File: src/rtl/reg_bus_arbiter.sv
// reg_bus_arbiter: round-robin register-bus arbiter with bounded lock and one-hot LD/INC/CLR decode
// Clk, RSTn            : rising-edge clock, asynchronous active-low reset
// req, lock            : per-requester bus request and hold-bus request
// op, addr, wdata      : per-requester op (00 ld, 01 inc, 10 clr, 11 nop), register index, load data
// gnt, busy            : registered one-hot grant and any-grant flag
// BusOut, LD, INC, CLR : registered bus data and one-hot register strobes
// err                  : one-cycle pulse when the granted address is out of range
module reg_bus_arbiter #(
    parameter int WIDTH   = 8,
    parameter int NREQ    = 4,
    parameter int NREG    = 8,
    parameter int AW      = 3,
    parameter int MAXLOCK = 8
) (
    input  logic                  Clk,
    input  logic                  RSTn,
    input  logic [NREQ-1:0]       req,
    input  logic [NREQ-1:0]       lock,
    input  logic [2*NREQ-1:0]     op,
    input  logic [AW*NREQ-1:0]    addr,
    input  logic [WIDTH*NREQ-1:0] wdata,
    output logic [NREQ-1:0]       gnt,
    output logic [WIDTH-1:0]      BusOut,
    output logic [NREG-1:0]       LD,
    output logic [NREG-1:0]       INC,
    output logic [NREG-1:0]       CLR,
    output logic                  busy,
    output logic                  err
);
    localparam int PW = $clog2(NREQ);
    localparam int LW = $clog2(MAXLOCK + 1);
    localparam logic [1:0] IDLE = 2'd0, GRANT = 2'd1, LOCKED = 2'd2;
    logic [1:0] st, st_n;
    logic [PW-1:0] ptr, ptr_n, hold_idx, win, sel;
    logic [LW-1:0] lockcnt, lockcnt_n;
    logic [NREQ-1:0] cand, gnt_n;
    logic hold_lock, hold, forced, found, valid, bad;
    logic [1:0] op_s;
    logic [AW-1:0] addr_s;
    logic [WIDTH-1:0] wd_s, bus_n;
    logic [NREG-1:0] onehot, ld_n, inc_n, clr_n;

    always_comb begin
        hold_idx = '0;
        for (int i = 0; i < NREQ; i++) if (gnt[i]) hold_idx = PW'(i);
    end

    assign hold_lock = |(gnt & req & lock);
    // lockcnt counts held cycles after the first, so one lock owns the bus for MAXLOCK cycles in total
    assign hold   = hold_lock && (st == GRANT || (st == LOCKED && int'(lockcnt) < MAXLOCK - 1));
    assign forced = hold_lock && !hold;
    assign cand   = forced ? (req & ~gnt) : req;

    // win defaults to the holder so a forced release with nobody else waiting regrants it
    always_comb begin
        found = 1'b0;
        win   = hold_idx;
        for (int k = 0; k < NREQ; k++) begin
            if (!found && cand[(int'(ptr) + k) % NREQ]) begin
                found = 1'b1;
                win   = PW'((int'(ptr) + k) % NREQ);
            end
        end
    end

    assign valid     = hold || found || forced;
    assign sel       = hold ? hold_idx : win;
    assign st_n      = hold ? LOCKED : valid ? GRANT : IDLE;
    assign gnt_n     = hold ? gnt : valid ? NREQ'(1) << win : '0;
    assign ptr_n     = (valid && !hold) ? PW'((int'(win) + 1) % NREQ) : ptr;
    assign lockcnt_n = !hold ? '0 : (st == GRANT) ? LW'(1) : lockcnt + 1'b1;

    assign op_s   = op[2*int'(sel) +: 2];
    assign addr_s = addr[AW*int'(sel) +: AW];
    assign wd_s   = wdata[WIDTH*int'(sel) +: WIDTH];
    assign bad    = int'(addr_s) >= NREG;
    assign onehot = NREG'(1) << addr_s;
    assign ld_n   = (valid && !bad && op_s == 2'b00) ? onehot : '0;
    assign inc_n  = (valid && !bad && op_s == 2'b01) ? onehot : '0;
    assign clr_n  = (valid && !bad && op_s == 2'b10) ? onehot : '0;
    // the bus idles at zero and otherwise only changes on a valid load
    assign bus_n  = !valid ? '0 : (!bad && op_s == 2'b00) ? wd_s : BusOut;

    always_ff @(posedge Clk or negedge RSTn) begin
        if (!RSTn) begin
            st      <= IDLE;
            ptr     <= '0;
            lockcnt <= '0;
            gnt     <= '0;
            BusOut  <= '0;
            LD      <= '0;
            INC     <= '0;
            CLR     <= '0;
            busy    <= 1'b0;
            err     <= 1'b0;
        end else begin
            st      <= st_n;
            ptr     <= ptr_n;
            lockcnt <= lockcnt_n;
            gnt     <= gnt_n;
            BusOut  <= bus_n;
            LD      <= ld_n;
            INC     <= inc_n;
            CLR     <= clr_n;
            busy    <= valid;
            err     <= valid && bad;
        end
    end
endmodule

File: config.mk
export PLATFORM = sky130hd
export DESIGN_NAME = reg_bus_arbiter
export DESIGN_NICKNAME = d
export VERILOG_FILES = /design/src/rtl/reg_bus_arbiter.sv
export SDC_FILE = /design/constraint.sdc
export NUM_CORES = 1
export LEC_CHECK = 0
export ABC_AREA = 1
export CAP_MARGIN = 20
export CORE_AREA = 4 4 99 110
export CTS_CLUSTER_DIAMETER = 50
export DETAILED_ROUTE_END_ITERATION = 16
export DIE_AREA = 0 0 103 114
export GPL_TIMING_DRIVEN = 0
export PLACE_DENSITY = 0.58
export SLEW_MARGIN = 15
export SYNTH_ARGS = -nofsm -noshare
export SYNTH_HDL_FRONTEND = slang
export SYNTH_SLANG_ARGS = --single-unit
export TNS_END_PERCENT = 20
File: constraint.sdc
create_clock -name Clk -period 3.9 [get_ports Clk]
set_clock_uncertainty 0.2 [all_clocks]
set_input_delay 0.78 -clock Clk [delete_from_list [all_inputs] [get_ports Clk]]
set_output_delay 0.78 -clock Clk [all_outputs]
set_load 0.005 [all_outputs]
==> Word level (Yosys, flattened, before mapping) <==
Cells that the tools add are included.
{ "word_totals": {"register_bits": 45, "in_bits": 62, "output_inout_bits": 38, "elab_cells": 93} }
{ "classes": {"add_sub_neg": 5, "mul": 1, "n_lt_le_gt_ge": 5, "n_eq_ne": 5, "shift": 5, "mux": 34, "bitwise": 7, "n_reduce_logical": 22} }
{ "op_table": {"columns": ["op", "n"], "rows": [
  ["$mux 8", 5],
  ["$shiftx 32x6->8", 1],
  ["$mux 2", 8],
  ["$mux 4", 4],
  ["$mux 1", 13],
  ["$and 4x4->4", 3],
  ["$lt 3x4->1 const B", 3],
  ["$shiftx 12x5->3", 1],
  ["$logic_and 1x1->1", 10],
  ["$bmux 1 s2", 4],
  ["$shiftx 8x4->2", 1],
  ["$shl 1x3->8 const A", 1],
  ["$reduce_or 2->1", 3],
  ["$add 2x1->2 const B", 2],
  ["$add 2x2->2 const B", 2],
  ["$add 4x1->4 const B", 1],
  ["$eq 2x1->1 const B", 2],
  ["$eq 2x2->1 const B", 2],
  ["$logic_not 1->1", 4],
  ["$lt 4x3->1 const B", 1],
  ["$mul 2x2->4 const A", 1],
  ["$not 4->4", 1],
  ["$reduce_or 4->1", 1],
  ["$shl 1x2->4 const A", 1],
  ["other kinds (5)", 9]
]} }

==> Logic depth before layout (Yosys ltp) <==
Gate-level depths: netlist of run 1.
{ "depth": {"depth_word": 24, "depth_mapped": 24, "ltp_nobuf": 23} }

==> Least setup slack after synthesis of run 1 <==
OpenSTA, ideal clock, no wires.
{ "synth_timing": {"kind": "in2reg", "start": "in req[1]", "end": "reg BusOut[0]", "setup_time_ns": 0.117, "arrival_time_ns": 2.630, "required_time_ns": 3.583, "path_slack_ns": 0.953, "cell_stages": 22, "path_buffers": 1, "path_cell_list": "nand3_1 -> nand2_1 -> inv_2 -> nand2_4 -> nand3_1 -> nand3_1 -> nand2_1 -> nand2_2 -> nand2_2 -> nor2_4 -> nand3_2 -> nand2_1 -> inv_1 -> nand2_2 -> nand2_4 -> o21ai_4 -> nand3_2 -> nand2_2 -> buf_6 -> nand2_4 -> nand3_1 -> nand2_1"} }
{ "synth_via": {"elab_chain_cells": 23, "elab_cells_between_ends": 42, "classes_between": "1 x eq/ne; 2 x shift; 23 x mux; 3 x bitwise; 13 x reduce/logical"} }
{ "synth_lines": {"columns": ["element", "line_no", "rtl"], "rows": [
  ["start, declared", "17", "input logic [NREQ-1:0] req,"],
  ["$and 4x4->4 (2 in a row)", "48", "assign hold_lock = |(gnt & req & lock);"],
  ["$reduce_or 4->1", "48", null],
  ["$logic_and 1x1->1", "50", "assign hold = hold_lock && (st == GRANT || (st == LOCKED && int'(lockcnt) < MAXLOCK - 1));"],
  ["$logic_not 1->1", null, null],
  ["$logic_and 1x1->1", "51", "assign forced = hold_lock && !hold;"],
  ["$mux 4", "52", "assign cand = forced ? (req & ~gnt) : req;"],
  ["$bmux 1 s2", "59", "if (!found && cand[(int'(ptr) + k) % NREQ]) begin"],
  ["$mux 1 (implied by the code)", "59", null],
  ["(+6 left out)", null, null],
  ["$mux 1", "59", null],
  ["$logic_not 1->1", "59", null],
  ["$logic_and 1x1->1", "59", null],
  ["$mux 2", "59", null],
  ["$mux 2", "67", "assign sel = hold ? hold_idx : win;"],
  ["$shiftx 32x6->8 / $shiftx 8x4->2 (equally long branches)", "75, 73", null],
  ["$mux 8 / $logic_not 2->1 (equally long branches)", "82", "assign bus_n = !valid ? '0 : (!bad && op_s == 2'b00) ? wd_s : BusOut;"],
  ["$mux 8 / $ne 2x1->1 (equally long branches)", null, null],
  ["end signal, assigned", "101", "BusOut <= bus_n;"],
  ["end, declared", "23", "output logic [WIDTH-1:0] BusOut,"]
]} }
Several ways; a longest one is shown, not always the timed one. The select of a mux whose other input is x is not followed.
A chain may end at the register's enable or synchronous reset.

==> Worst setup path after layout of run 1 <==
{ "layout_timing": {"start": "in req[3]", "end": "reg BusOut[1]"} }
Same word-level chain as after synthesis.

==> results of run 1 <==
## through the flow
step / cells / hold WS [ns] / setup slack [ns] / area [um2] / utilization
final: 601 / 0.187 / 0.392 / 4100 / 0.419
after global routing: 601 / 0.194 / 0.0365 / 4100 / 0.419
after CTS: 601 / 0.189 / 0.406 / 4100 / 0.419
after detailed placement: 594 / 0.294 / 0.105 / 4020 / 0.410
after global placement: 593 / 0.270 / 0.151 / 4000 / 0.409
after floorplan: 375 / 0.249 / 0.953 / 2870 / -
## layout make-up
class,count,area [um2]
timing repair buffer,99,996
fill,995,5690
tap,120,150
multi-input combinational,271,1480
buffer,13,92.6
clock buffer,7,86.3
inverter,46,173
sequential,45,1130
## cell families (layout without fill, tap and decap cells)
kind of cell               after synthesis  after routing
buffers and inverters                   59            165
and+or+nand+nor                        241            241
xor gates and xnor gates                 1              1
adders and majority gates                5              5
AOI/OAI and AO/OA                       23             23
other                                    1              1
DFF                                     45             45
## cell usage in the layout (no fill, tap or decap)
cell type	synthesis	routed
buf_6	3	3
ha_1	5	5
nand4_1	2	2
buf_12	0	1
buf_2	2	3
buf_4	5	5
clkbuf_8	0	6
nand2_4	5	5
dfrtp_1	45	45
a21oi_1	2	2
nand3b_1	11	11
a22o_1	3	3
clkdlybuf4s50_1	0	97
nand3b_2	1	1
o21ai_4	2	2
a211oi_1	1	1
nand3_1	67	67
nor2_2	2	2
nand3_2	12	12
clkinv_1	1	1
inv_2	9	9
o21ai_2	1	1
inv_1	36	36
clkbuf_1	3	4
nor2_4	2	2
nand2_2	16	16
o21ai_0	14	14
nand2_1	83	83
xor2_1	1	1
nand3_4	1	1
nor2_1	36	36
nor3_1	2	2
conb_1	1	1
nand4_4	1	1
## state kept, by name, summed over array words and instances (netlist names)
| name | flops |
|---|---|
| busy | 1 |
| CLR | 8 |
| INC | 8 |
| gnt | 4 |
| ptr | 2 |
| st | 2 |
| LD | 8 |
| BusOut | 8 |
| lockcnt | 4 |
## worst min-delay path by stage
stage,endpoint
2_1_floorplan,lockcnt[0]
3_3_place_gp,lockcnt[0]
3_5_place_dp,lockcnt[0]
4_1_cts,CLR[6]
5_1_grt,CLR[6]
6_report,CLR[6]
## routing by layer
metal  track usage  share of wire
met5             0              0
met3        0.0190          0.053
met1         0.180           0.45
met4        0.0320          0.010
met2         0.217           0.49
## synth_stat cells, drive strengths merged
library cell,instances,share of area
nand2,104,0.16
nand3,80,0.16
dfrtp,45,0.39
inv,45,0.059
nor2,40,0.059
o21ai,17,0.039
nand3b,12,0.033
buf,10,0.028
ha,5,0.022
a22o,3,0.0092
clkbuf,3,0.0039
nand4,3,0.012
a21oi,2,0.0035
nor3,2,0.0035
a211oi,1,0.0026
clkinv,1,0.0013
conb,1,0.0013
xor2,1,0.0031
==> impl_results.md, run 1 <==
- Via/cell ratio: 4.50
- Status: completed
- Die height: 114 um
- Clock sink total: 45
- CTS tree: built
- Largest family of logic cells by synthesized area: simple AND/OR/NAND/NOR gates
- DRC viols: 0
- Worst path max stage delay: 0.51 ns
- WP depth: 21
- H-tree depth: 2
- Crit start category: input port
- CP endpoint: BusOut[1]
- Global-route wire length before repair: 12,500 um
- HPWL Detailed: 6410 um
- DR WL/cell: 12.8 um
- Number of max-cap violations: 0
- Setup tns final: 0 ns
- Hold-fix buffers, CTS: 0
- Crit-path cells: clkdlybuf4s50_1 -> nand3_1 -> nand2_1 -> inv_2 -> nand2_4 -> nand3_1 -> nand3_1 -> nand2_1 -> nand2_1 -> nand2_2 -> o21ai_0 -> nand2_1 -> nand3_2 -> nand3_4 -> nand2_4 -> clkbuf_1 -> nand2_1 -> nand3_1 -> o21ai_0 -> nand3_1 -> nand2_1
- Gate Count Post-Synth: 375
- I/O pins: 100
- Grt ovf: 0
- RSZ-0062 raised after global routing: false
- FF-to-FF path depth: 21
- Critical path buffer and inverter count: 3
- Die Wd: 103 um
- CTS root buf: clkbuf_8
- CP startpoint: req[3]
- Slew at the pin with the worst max-slew slack: 0.565 ns
- PortBufs: 98
- DRT Wirelength: 7710 um
- Row count: 38
- Clock Pin Slew Worst Setup and Hold Paths: 0.07 ns
- Mean Syn Cell Area: 7.65 um2
- GRT Util Overall: 0.131
- Delay-heaviest family, CP: simple AND/OR/NAND/NOR gates
- Mapped Nets: 442
- Initial antenna violation count: 0
- Peak Freq: 285 MHz
- CTS resizes: 0
- XOR/XNOR Fraction of Synth Area: 0.00305
- Core ar.: 0.00979 mm2
- Ys Warns: 0
- DR pass1 iterations: 4
- Initial Util: 0.293
- Vias in the first global route: 2,693
- Simple-gate share of the synthesized area: 0.435
- Final max-slew violation count: 0
- Mux cell area share after synthesis: 0
- CTS buffer count: 5
- Setup bufs post-CTS: 0
- Global placement routability congestion: 0.852
- Worst slew margin: 0.621
- Die area: 0.0117 mm2
- Final count of negative-setup-slack endpoints: 0
- NumNets Final: 548
- Largest net degree at the start of global routing: 32
- Slowest CP cell: clkdlybuf4s50_1
- Clock Latency Late Sink: 0.29 ns
- Post-layout min period: 3.51 ns
- Routed vias: 2,703
- Antenna cells: 0
- CTS max path bufs: 2
- Worst Setup End Kind: flip-flop
- Initial DRC count: 138
- CP arrival: 3.49 ns
- R2R Setup Slk: 0.76 ns
- Worst EP required: 3.88 ns
- Synth Area in Compound Gates: 0.0541
- #FFs+latches synth: 45
- Layout cells sized above 1: 0.146
- Post-Syn Area: 0.00287 mm2
- Cell variety after synth: 31
- FF-to-FF End: BusOut[1]
- Peak fanout along the critical path: 10
- FF-to-FF Start: lockcnt[0]
- Register area share after synthesis: 0.392
- Most used cell, CP: nand2_1
- Class of the worst hold path: in -> async
- Adder-cell share of the synthesized area: 0.0218
- Area growth, synth to finish: 42.9%
- ANT nets after route: 0
- Final period util: 0.900
- Crit path kind: in -> reg
- Final Hold Viols: 0
Power of run 1 is left out: the tool's default activity adds up to more than one toggle a clock period on the data nets, which glitch-free logic cannot reach.
==> inputs of run 2 (changes only) <==
- clock period: 3.9 -> 4.2 ns (I/O delays scaled with it)
==> results of run 2 <==
Same layout as run 1 (identical final DEF). Status: completed.
Among the figures that moved: setup slack after placement 0.105 ns -> 0.345 ns; setup slack after layout 0.392 ns -> 0.632 ns; hold slack 0.187 ns -> 0.247 ns; register-to-register setup slack 0.76 ns -> 1.06 ns
Power of run 2 is left out for the same reason.
